<file path="src/rtl/mctrl_pkg.sv">
// mctrl_pkg: shared encodings for the multicycle control FSM.
//   Opcode constants, FSM state enum, and the alu_op / pc_sel / wb_sel
//   encodings driven onto the datapath.
package mctrl_pkg;

  localparam logic [3:0] OP_ADD  = 4'd0;
  localparam logic [3:0] OP_SUB  = 4'd1;
  localparam logic [3:0] OP_AND  = 4'd2;
  localparam logic [3:0] OP_ADDI = 4'd3;
  localparam logic [3:0] OP_ANDI = 4'd4;
  localparam logic [3:0] OP_LW   = 4'd5;
  localparam logic [3:0] OP_SW   = 4'd6;
  localparam logic [3:0] OP_BEQ  = 4'd7;
  localparam logic [3:0] OP_BNE  = 4'd8;
  localparam logic [3:0] OP_JMP  = 4'd9;
  localparam logic [3:0] OP_CALL = 4'd10;
  localparam logic [3:0] OP_RET  = 4'd11;

  localparam logic [1:0] ALU_ADD  = 2'd0;
  localparam logic [1:0] ALU_SUB  = 2'd1;
  localparam logic [1:0] ALU_AND  = 2'd2;
  localparam logic [1:0] ALU_PASS = 2'd3;

  localparam logic [1:0] PC_INC    = 2'd0;
  localparam logic [1:0] PC_BRANCH = 2'd1;
  localparam logic [1:0] PC_JUMP   = 2'd2;
  localparam logic [1:0] PC_REG    = 2'd3;

  localparam logic [1:0] WB_ALU = 2'd0;
  localparam logic [1:0] WB_MEM = 2'd1;
  localparam logic [1:0] WB_PC  = 2'd2;

  typedef enum logic [2:0] {
    ST_START  = 3'd0,
    ST_FETCH  = 3'd1,
    ST_DECODE = 3'd2,
    ST_EXEC   = 3'd3,
    ST_MEM    = 3'd4,
    ST_WB     = 3'd5,
    ST_TRAP   = 3'd6
  } state_t;

endpackage

</file>
<file path="src/rtl/mctrl_decode.sv">
// mctrl_decode: combinational opcode classifier.
//   opcode     in  4  latched IR[15:12]
//   is_rtype   out 1  ADD / SUB / AND
//   is_itype   out 1  ADDI / ANDI
//   is_load    out 1  LW
//   is_store   out 1  SW
//   is_branch  out 1  BEQ / BNE
//   is_jump    out 1  JMP / CALL / RET
//   is_illegal out 1  opcodes 12..15
module mctrl_decode
  import mctrl_pkg::*;
(
  input  logic [3:0] opcode,
  output logic       is_rtype,
  output logic       is_itype,
  output logic       is_load,
  output logic       is_store,
  output logic       is_branch,
  output logic       is_jump,
  output logic       is_illegal
);

  always_comb begin
    is_rtype   = 1'b0;
    is_itype   = 1'b0;
    is_load    = 1'b0;
    is_store   = 1'b0;
    is_branch  = 1'b0;
    is_jump    = 1'b0;
    is_illegal = 1'b0;
    case (opcode)
      OP_ADD, OP_SUB, OP_AND:  is_rtype  = 1'b1;
      OP_ADDI, OP_ANDI:        is_itype  = 1'b1;
      OP_LW:                   is_load   = 1'b1;
      OP_SW:                   is_store  = 1'b1;
      OP_BEQ, OP_BNE:          is_branch = 1'b1;
      OP_JMP, OP_CALL, OP_RET: is_jump   = 1'b1;
      default:                 is_illegal = 1'b1;
    endcase
  end

endmodule

</file>
<file path="src/rtl/multicycle_control.sv">
// multicycle_control: control FSM for the multicycle 16-bit datapath.
//   Sequences FETCH/DECODE/EXEC/MEM/WB and drives all datapath enables,
//   mux selects and the shared memory port handshake.
//   Optional feature macro: MCTRL_ILLEGAL_TRAP_EN (illegal opcode traps and
//   raises sticky 'illegal'; otherwise illegal opcodes retire as NOPs).
//
//   clk            in  1      rising-edge clock
//   rst_n          in  1      asynchronous active-low reset
//   opcode         in  4      IR[15:12]
//   alu_zero       in  1      ALU result == 0
//   mem_ack        in  1      memory completes current request
//   ir_we/pc_we/reg_we out 1  register write enables
//   pc_sel         out 2      0 PC+1, 1 branch, 2 jump, 3 rs1 (RET)
//   wb_sel         out 2      0 ALU, 1 memory, 2 PC (link)
//   wb_link        out 1      destination forced to r7
//   alu_op         out 2      0 ADD, 1 SUB, 2 AND, 3 PASS
//   alu_src_imm    out 1      ALU B = immediate
//   sel_s_fmt      out 1      S-format operand field select (SW)
//   mem_req/mem_we out 1      memory request / write
//   mem_addr_sel   out 1      0 PC, 1 ALU result
//   instr_retired  out CNT_W  completed-instruction count
//   illegal        out 1      sticky illegal flag (macro only)
//
//   state  | meaning
//   START  | one idle cycle after reset
//   FETCH  | instruction read, waits for mem_ack
//   DECODE | register read; jumps complete here
//   EXEC   | ALU operation; branches complete here
//   MEM    | data access, waits for mem_ack
//   WB     | register write-back
//   TRAP   | halted on illegal opcode (macro only)
module multicycle_control
  import mctrl_pkg::*;
#(
  parameter int CNT_W = 16
) (
  input  logic             clk,
  input  logic             rst_n,
  input  logic [3:0]       opcode,
  input  logic             alu_zero,
  input  logic             mem_ack,
  output logic             ir_we,
  output logic             pc_we,
  output logic             reg_we,
  output logic [1:0]       pc_sel,
  output logic [1:0]       wb_sel,
  output logic             wb_link,
  output logic [1:0]       alu_op,
  output logic             alu_src_imm,
  output logic             sel_s_fmt,
  output logic             mem_req,
  output logic             mem_we,
  output logic             mem_addr_sel,
  output logic [CNT_W-1:0] instr_retired
`ifdef MCTRL_ILLEGAL_TRAP_EN
  ,
  output logic             illegal
`endif
);

  state_t state;
  logic   retire;
  logic   is_rtype, is_itype, is_load, is_store, is_branch, is_jump, is_illegal;
  logic   br_taken;

  mctrl_decode u_decode (
    .opcode     (opcode),
    .is_rtype   (is_rtype),
    .is_itype   (is_itype),
    .is_load    (is_load),
    .is_store   (is_store),
    .is_branch  (is_branch),
    .is_jump    (is_jump),
    .is_illegal (is_illegal)
  );

  assign br_taken = ((opcode == OP_BEQ) &&  alu_zero) ||
                    ((opcode == OP_BNE) && !alu_zero);

`ifdef MCTRL_ILLEGAL_TRAP_EN
  logic illegal_q;
  assign illegal = illegal_q;
`endif

  // Completing transitions: one pulse per instruction in its last cycle.
  always_comb begin
    retire = 1'b0;
    case (state)
      ST_DECODE: begin
`ifdef MCTRL_ILLEGAL_TRAP_EN
        retire = is_jump;
`else
        retire = is_jump | is_illegal;
`endif
      end
      ST_EXEC: retire = is_branch;
      ST_MEM:  retire = mem_ack & is_store;
      ST_WB:   retire = 1'b1;
      default: retire = 1'b0;
    endcase
  end

  always_ff @(posedge clk or negedge rst_n) begin
    if (!rst_n) begin
      state         <= ST_START;
      instr_retired <= '0;
`ifdef MCTRL_ILLEGAL_TRAP_EN
      illegal_q     <= 1'b0;
`endif
    end else begin
      if (retire) instr_retired <= instr_retired + CNT_W'(1);
      case (state)
        ST_START: state <= ST_FETCH;
        ST_FETCH: if (mem_ack) state <= ST_DECODE;
        ST_DECODE: begin
          if (is_jump) begin
            state <= ST_FETCH;
          end else if (is_illegal) begin
`ifdef MCTRL_ILLEGAL_TRAP_EN
            state     <= ST_TRAP;
            illegal_q <= 1'b1;
`else
            state <= ST_FETCH;
`endif
          end else begin
            state <= ST_EXEC;
          end
        end
        ST_EXEC: begin
          if (is_load | is_store)      state <= ST_MEM;
          else if (is_rtype | is_itype) state <= ST_WB;
          else                          state <= ST_FETCH;
        end
        ST_MEM: if (mem_ack) state <= is_store ? ST_FETCH : ST_WB;
        ST_WB:  state <= ST_FETCH;
`ifdef MCTRL_ILLEGAL_TRAP_EN
        ST_TRAP: state <= ST_TRAP;
`endif
        default: state <= ST_START;
      endcase
    end
  end

  always_comb begin
    ir_we        = 1'b0;
    pc_we        = 1'b0;
    reg_we       = 1'b0;
    pc_sel       = PC_INC;
    wb_sel       = WB_ALU;
    wb_link      = 1'b0;
    alu_op       = ALU_ADD;
    alu_src_imm  = 1'b0;
    sel_s_fmt    = 1'b0;
    mem_req      = 1'b0;
    mem_we       = 1'b0;
    mem_addr_sel = 1'b0;
    case (state)
      ST_FETCH: begin
        mem_req = 1'b1;
        if (mem_ack) begin
          ir_we  = 1'b1;
          pc_we  = 1'b1;
          pc_sel = PC_INC;
        end
      end
      ST_DECODE: begin
        sel_s_fmt = is_store;
        case (opcode)
          OP_JMP: begin
            pc_we  = 1'b1;
            pc_sel = PC_JUMP;
          end
          OP_CALL: begin
            pc_we   = 1'b1;
            pc_sel  = PC_JUMP;
            reg_we  = 1'b1;
            wb_sel  = WB_PC;
            wb_link = 1'b1;
          end
          OP_RET: begin
            pc_we  = 1'b1;
            pc_sel = PC_REG;
          end
          default: ;
        endcase
      end
      ST_EXEC: begin
        sel_s_fmt   = is_store;
        alu_src_imm = is_itype | is_load | is_store;
        case (opcode)
          OP_SUB, OP_BEQ, OP_BNE: alu_op = ALU_SUB;
          OP_AND, OP_ANDI:        alu_op = ALU_AND;
          default:                alu_op = ALU_ADD;
        endcase
        if (is_branch && br_taken) begin
          pc_we  = 1'b1;
          pc_sel = PC_BRANCH;
        end
      end
      ST_MEM: begin
        // Address stays on the ALU (rs1 + imm) for the whole access.
        mem_req      = 1'b1;
        mem_addr_sel = 1'b1;
        mem_we       = is_store;
        alu_src_imm  = 1'b1;
        sel_s_fmt    = is_store;
      end
      ST_WB: begin
        reg_we = 1'b1;
        wb_sel = is_load ? WB_MEM : WB_ALU;
      end
      default: ;
    endcase
  end

endmodule
</file>
<file path="config.mk">
export PLATFORM = sky130hd
export DESIGN_NAME = multicycle_control
export DESIGN_NICKNAME = d
export VERILOG_FILES = /design/src/rtl/mctrl_pkg.sv /design/src/rtl/mctrl_decode.sv /design/src/rtl/multicycle_control.sv
export SDC_FILE = /design/constraint.sdc
export NUM_CORES = 1
export LEC_CHECK = 0
export ABC_AREA = 1
export BUFFER_PORTS_ARGS = -buffer_cell sky130_fd_sc_hd__buf_2
export CORE_ASPECT_RATIO = 0.5
export CORE_MARGIN = 5
export CORE_UTILIZATION = 46
export DETAILED_ROUTE_END_ITERATION = 8
export PLACE_DENSITY = 0.73
export SYNTH_ARGS = -nofsm -noshare
export SYNTH_HDL_FRONTEND = slang
export SYNTH_SLANG_ARGS = --single-unit
</file>
<file path="constraint.sdc">
create_clock -name clk -period 1.18 [get_ports clk]
set_input_delay 0.118 -clock clk [delete_from_list [all_inputs] [get_ports clk]]
set_output_delay 0.118 -clock clk [all_outputs]
set_load 0.05 [all_outputs]
</file>
==> results of run 1 <==
-- layout by cell type, fill, tap and decap left out, drive strengths merged --
cell type	n
o211ai	1
clkbuf	4
buf	76
a31oi	1
nor2	32
dfrtp	19
clkinv	1
nand3	13
xnor2	4
xor2	4
ha	1
o31ai	1
nand2	109
a21oi	4
o21ai	7
nand4	5
inv	25
dlygate4sd3	1
clkinvlp	2
-- layout make-up --
class / count / area (um^2) / area share (%)
multi-input combinational: 182 / 1030 / 42.9
timing repair buffer: 78 / 671 / 28.0
sequential: 19 / 489 / 20.4
inverter: 27 / 109 / 4.55
tap: 40 / 50.0 / 2.09
clock buffer: 3 / 41.3 / 1.73
clock inverter: 1 / 5.00 / 0.209
-- worst paths after layout --
check	startpoint	end	cells after the start
max	state[1]	pc_we	9
min	mem_ack	state[1]	3
max reg2reg	state[0]	instr_retired[9]	9
min reg2reg	instr_retired[15]	instr_retired[15]	2
max in group asynchronous	rst_n	instr_retired[8]	2
min in group asynchronous	rst_n	instr_retired[10]	2
-- flip-flops by register name, summed over array words and instances (netlist names) --
name           flops
instr_retired     16
state              3
-- power by group --
part	internal [mW]	switching, mW
clock	0.236	0.242
combinational	1.07	1.62
sequential	0.771	0.120
total	2.07	1.98
-- cell families (layout without fill, tap and decap cells) --
group / after synthesis / in the layout / share of synthesized area (%)
adders and majority gates: 1 / 1 / 0.854
xor gates and xnor gates: 8 / 8 / 4.78
buffers and inverters: 29 / 109 / 8.80
and+or+nand+nor: 159 / 159 / 47.1
AOI/OAI and AO/OA: 14 / 14 / 5.98
DFF: 19 / 19 / 32.5
-- repair_timing --
item                       4_1_cts  5_1_grt
hold buffers                     1        0
pin swaps                        3        5
buffers inserted                 4        4
hold endpoints to repair        19        0
setup endpoints to repair       33       40
resized for setup               45       29
-- worst reg2reg max path, stage by stage, from the launching register on --
cell,delay (ns)
dfrtp_2,0.45
buf_4,0.15
nor2_4,0.17
buf_6,0.12
nand3_2,0.09
nand2_4,0.11
nor2_4,0.05
buf_12,0.15
nand2_1,0.06
nand2_1,0.06
-- per-stage QoR --
stage                     setup slack (ns)  instance area [um^2]
final                               -0.484                  2390
after global routing                -0.578                  2390
after CTS                           -0.431                  2290
after detailed placement            -0.223                  2060
after global placement              -0.181                  2060
after floorplan                     -0.318                  1600
-- metal layers --
| layer | track usage (%) | routed length (um) | vias up |
|---|---|---|---|
| met4 | 6.53 | 80 | 0 |
| met1 | 25.2 | 2040 | 774 |
| met3 | 4.86 | 243 | 10 |
| met5 | 0 | 0 | - |
| met2 | 37.4 | 2350 | 44 |
| li1 | - | - | 872 |
==> flow_summary.toml, run 1 <==
[clocking]
htreeDepth = 1
path_clk_slew_ns = 0.08
numCtsBuffers = 3
clock_latency_ns = 0.26
cts_sinks = 19
tritoncts = "done"
cts_buffer_depth = 2
cts-root-buf = "clkbuf_8"

[layout]
drive_above_1_share_pct = 46.5
final_util_pct = 78.9
n_antenna_cell = 0
fillerInstances = 205
finalNonFillerCells = 350
area_delta_synth_final_pct = 63.3
fin_nets = 320

[worst_setup_path]
crit_buf_inv = 3
crit_type = "reg2out"
cp_cell_sequence = "inv_2, nor2_2, nand2_2, nor2_1, nand2_1, clkinvlp_4, nor2_4, nand2_4, buf_6"
end_kind = "output port"
slowest_delay_ns = 0.40
worst_ep_arrival_time_ns = 1.55
cp_max_fo = 4
critPathLaunchType = "flop"
crit_required_ns = 1.06
slowest_stage = "dfrtp_1"
cp_top_family = "simple AND/OR/NAND/NOR gates"
rrSetupSlack_ns = -0.32

[synth]
synth_commonest_cells = "nand2_1, nor2_1, inv_1"
synth.distinct_cells = 23
yosys_register_bits = 19
syn_area_mm2 = 0.00147
syn-num-nets = 239
yosys-top-cells-area = "dfrtp_1, nand2_1, nor2_1"
ys.flop_type = "dfrtp_1"
ys_async_sr_fraction_pct = 100
synth.largest_area_cell = "dfrtp_1"
ys.warnings.count = 0
synth_edf_count = 0
yosysSeqAreaShare_pct = 32.5
syn_area_per_cell_um2 = 6.37
synth.most_common_cell = "nand2_1"
synthCells = 230
synth_top_area_share_pct = 32.5

[drt]
wl_per_cell_um = 13.5
drtPass1Iterations = 4
num_vias = 1700
drcViolationCount = 0
wl_mm = 4.71
avgViaCountPerCell = 4.86
final_antenna_net_count = 0
drtIter0Drc = 50

[outcome]
status = "finished with violations"
violations = "negative setup slack"

[worst_hold_path]
hp-class = "in2reg"

[sta]
hold_viol = 0
worst-slew-pin-transition_ns = 0.456
tns_ns = -10.92
whs_ns = 0.258
slew_violations = 0
setup_viol_count_final = 34
max_freq_ghz = 0.601
rsz0062_at_grt = "true"
setup_slack_ns = -0.484
period_share_pct = 141
min_period_ns = 1.66
slew_headroom_pct = 69.6
clock_skew_ns = 0.00369

[die]
die_area_mm2 = 0.00448
core_region_area_mm2 = 0.00303
io_pins = 39
rows = 14
initial_utilization_pct = 48.3
die_y_um = 49.9
dieWidth_um = 89.8

[power_and_ir_drop]
powerDensity_mw_per_mm2 = 1700
power_mw = 4.06
peakVddDrop_uv = 1640
leakage_nw = 1.19

[placement]
dp.cells = 338
place_hpwl_mm = 3.12
place_congestion = 0.853
io_buffers = 38

[global_routing]
grt_pass1_wl_mm = 7.70
gr-usage-all-layers_pct = 21.0
antenna_found_initial = 0
grt_pass1_vias = 1692
overflow = 0
grt_max_degree = 20

[flow_run]
maxCapViolCount = 0
No activity file was read; power rests on OpenSTA's default activity.
==> inputs of run 2 (changes only) <==
--- a/config.mk
+++ b/config.mk
@@ -11,6 +11,7 @@
 export CORE_MARGIN = 5
 export CORE_UTILIZATION = 46
 export DETAILED_ROUTE_END_ITERATION = 8
+export GPL_TIMING_DRIVEN = 0
 export PLACE_DENSITY = 0.73
 export SYNTH_ARGS = -nofsm -noshare
 export SYNTH_HDL_FRONTEND = slang
==> flow_summary.toml, run 2 (synthesis gave the netlist of run 1 again) <==
[clocking]
cts_sinks = 19
cts_buffer_depth = 2
htreeDepth = 1
path_clk_slew_ns = 0.07
tritoncts = "done"
clock_latency_ns = 0.26
numCtsBuffers = 3
cts-root-buf = "clkbuf_8"

[sta]
setup_viol_count_final = 34
clock_skew_ns = 0.000753
min_period_ns = 1.70
tns_ns = -11.97
period_share_pct = 144
max_freq_ghz = 0.588
hold_viol = 0
rsz0062_at_grt = "true"
setup_slack_ns = -0.521
slew_violations = 0
slew_headroom_pct = 70.3
worst-slew-pin-transition_ns = 0.446

[global_routing]
grt_pass1_wl_mm = 7.29
grt_pass1_vias = 1610
antenna_found_initial = 0
overflow = 0
met2_usage_pct = 35.2
use_met1_pct = 22.7
grt_max_degree = 20
gr-usage-all-layers_pct = 19.7
use_met3_pct = 5.47
busiest_layer = "met2"

[worst_setup_path]
critPathLaunchType = "flop"
end_kind = "output port"
crit_type = "reg2out"
crit_required_ns = 1.06
cp_max_fo = 5
worst_ep_arrival_time_ns = 1.58

[die]
die_area_mm2 = 0.00448
initial_utilization_pct = 48.3
core_region_area_mm2 = 0.00303
rows = 14
io_pins = 39
die_y_um = 49.9
dieWidth_um = 89.8

[layout]
seq_area_um2 = 490
n_antenna_cell = 0
largest_register_ffs = 16
final_util_pct = 77.5
fin_nets = 306
multi_input_area_mm2 = 0.00105
drive_above_1_share_pct = 44.6
final_cell_mix = "nand2_1, buf_2, nor2_1"
finalNonFillerCells = 336
fillerInstances = 199
final_common_cell = "nand2_1"
top_register = "instr_retired"
area_delta_synth_final_pct = 60.3
top_regs = "instr_retired x16, state x3"

[power_and_ir_drop]
peakVddDrop_uv = 1590
p_sw_mw = 2.11
p_seq_share_pct = 22.4
internal-power_mw = 2.20
pwr-share-comb_pct = 66.7
switching_share_pct = 49.0
powerDensity_mw_per_mm2 = 1840
leakage_nw = 1.13
power.share.clock_pct = 10.9

[placement]
dp.cells = 308
io_buffers = 38
place_congestion = 0.858
place_hpwl_mm = 2.79

[drt]
drtPass1Iterations = 4
wl_mm = 4.89
wl_per_cell_um = 14.5
final_antenna_net_count = 0
drtIter0Drc = 59
drcViolationCount = 0
avgViaCountPerCell = 5.18
num_vias = 1742

[flow_run]
maxCapViolCount = 0

[outcome]
violations = "negative setup slack"
status = "finished with violations"

[worst_hold_path]
hp-class = "in2reg"
-- run 2: what timing repair did --
item,4_1_cts,5_1_grt
setup endpoints to repair,32,34
buffers inserted,13,9
hold buffers,1,0
gates resized for setup,55,22
pin swaps,8,5
hold endpoints to repair,19,0
cloned,0,1
-- run 2: final cells by class --
cell class	instances	share of cell area, %
Sequential cell	19	20.9
Buffer	2	1.33
Inverter	27	4.95
Multi-Input combinational cell	182	44.9
Tap cell	40	2.13
Clock buffer	4	1.92
Timing Repair Buffer	62	23.9
-- run 2: per-stage QoR --
step	hold WS [ns]	instance area (um^2)	worst slack, ns	total power, mW
2_1_floorplan	-0.178	1600	-0.318	2.37
3_3_place_gp	0.0826	1840	-0.327	2.70
3_5_place_dp	0.0851	1840	-0.307	2.74
4_1_cts	0.240	2170	-0.432	3.82
5_1_grt	0.303	2350	-0.598	4.54
6_report	0.287	2350	-0.521	4.32
-- run 2: worst paths after layout --
| check | start | end | slack, ns | cells after the start |
|---|---|---|---|---|
| setup / recovery | state[2] | pc_sel[0] | -0.52 | 6 |
| hold / removal | mem_ack | state[1] | 0.29 | 3 |
| setup reg to reg | state[1] | instr_retired[5] | -0.38 | 11 |
| hold reg to reg | instr_retired[15] | instr_retired[15] | 0.52 | 2 |
| max in group asynchronous | rst_n | instr_retired[9] | 0.51 | 2 |
| min in group asynchronous | rst_n | instr_retired[1] | 0.34 | 2 |
-- run 2: power groups by stage --
| stage | Sequential [mW] | Combinational, mW | Clock, mW |
|---|---|---|---|
| 3_5_place_dp | 0.955 | 1.79 | 0 |
| 4_1_cts | 0.948 | 2.40 | 0.475 |
| 5_1_grt | 0.989 | 3.03 | 0.521 |
| 6_report | 0.968 | 2.88 | 0.471 |
| 2_1_floorplan | 1.13 | 1.24 | 0 |
| 3_3_place_gp | 0.945 | 1.76 | 0 |
-- run 2: layer usage --
layer	vias to the layer above	wire [um]
met2	80	2400
li1	843	-
met1	800	2010
met4	0	148
met5	-	0
met3	19	338
-- run 2: worst max-delay path, stage by stage, from the launching register on --
cell     delay (ns)
dfrtp_1        0.39
inv_2          0.10
nand3_2        0.15
a21oi_1        0.26
o21ai_2        0.15
nand2_2        0.11
buf_6          0.16
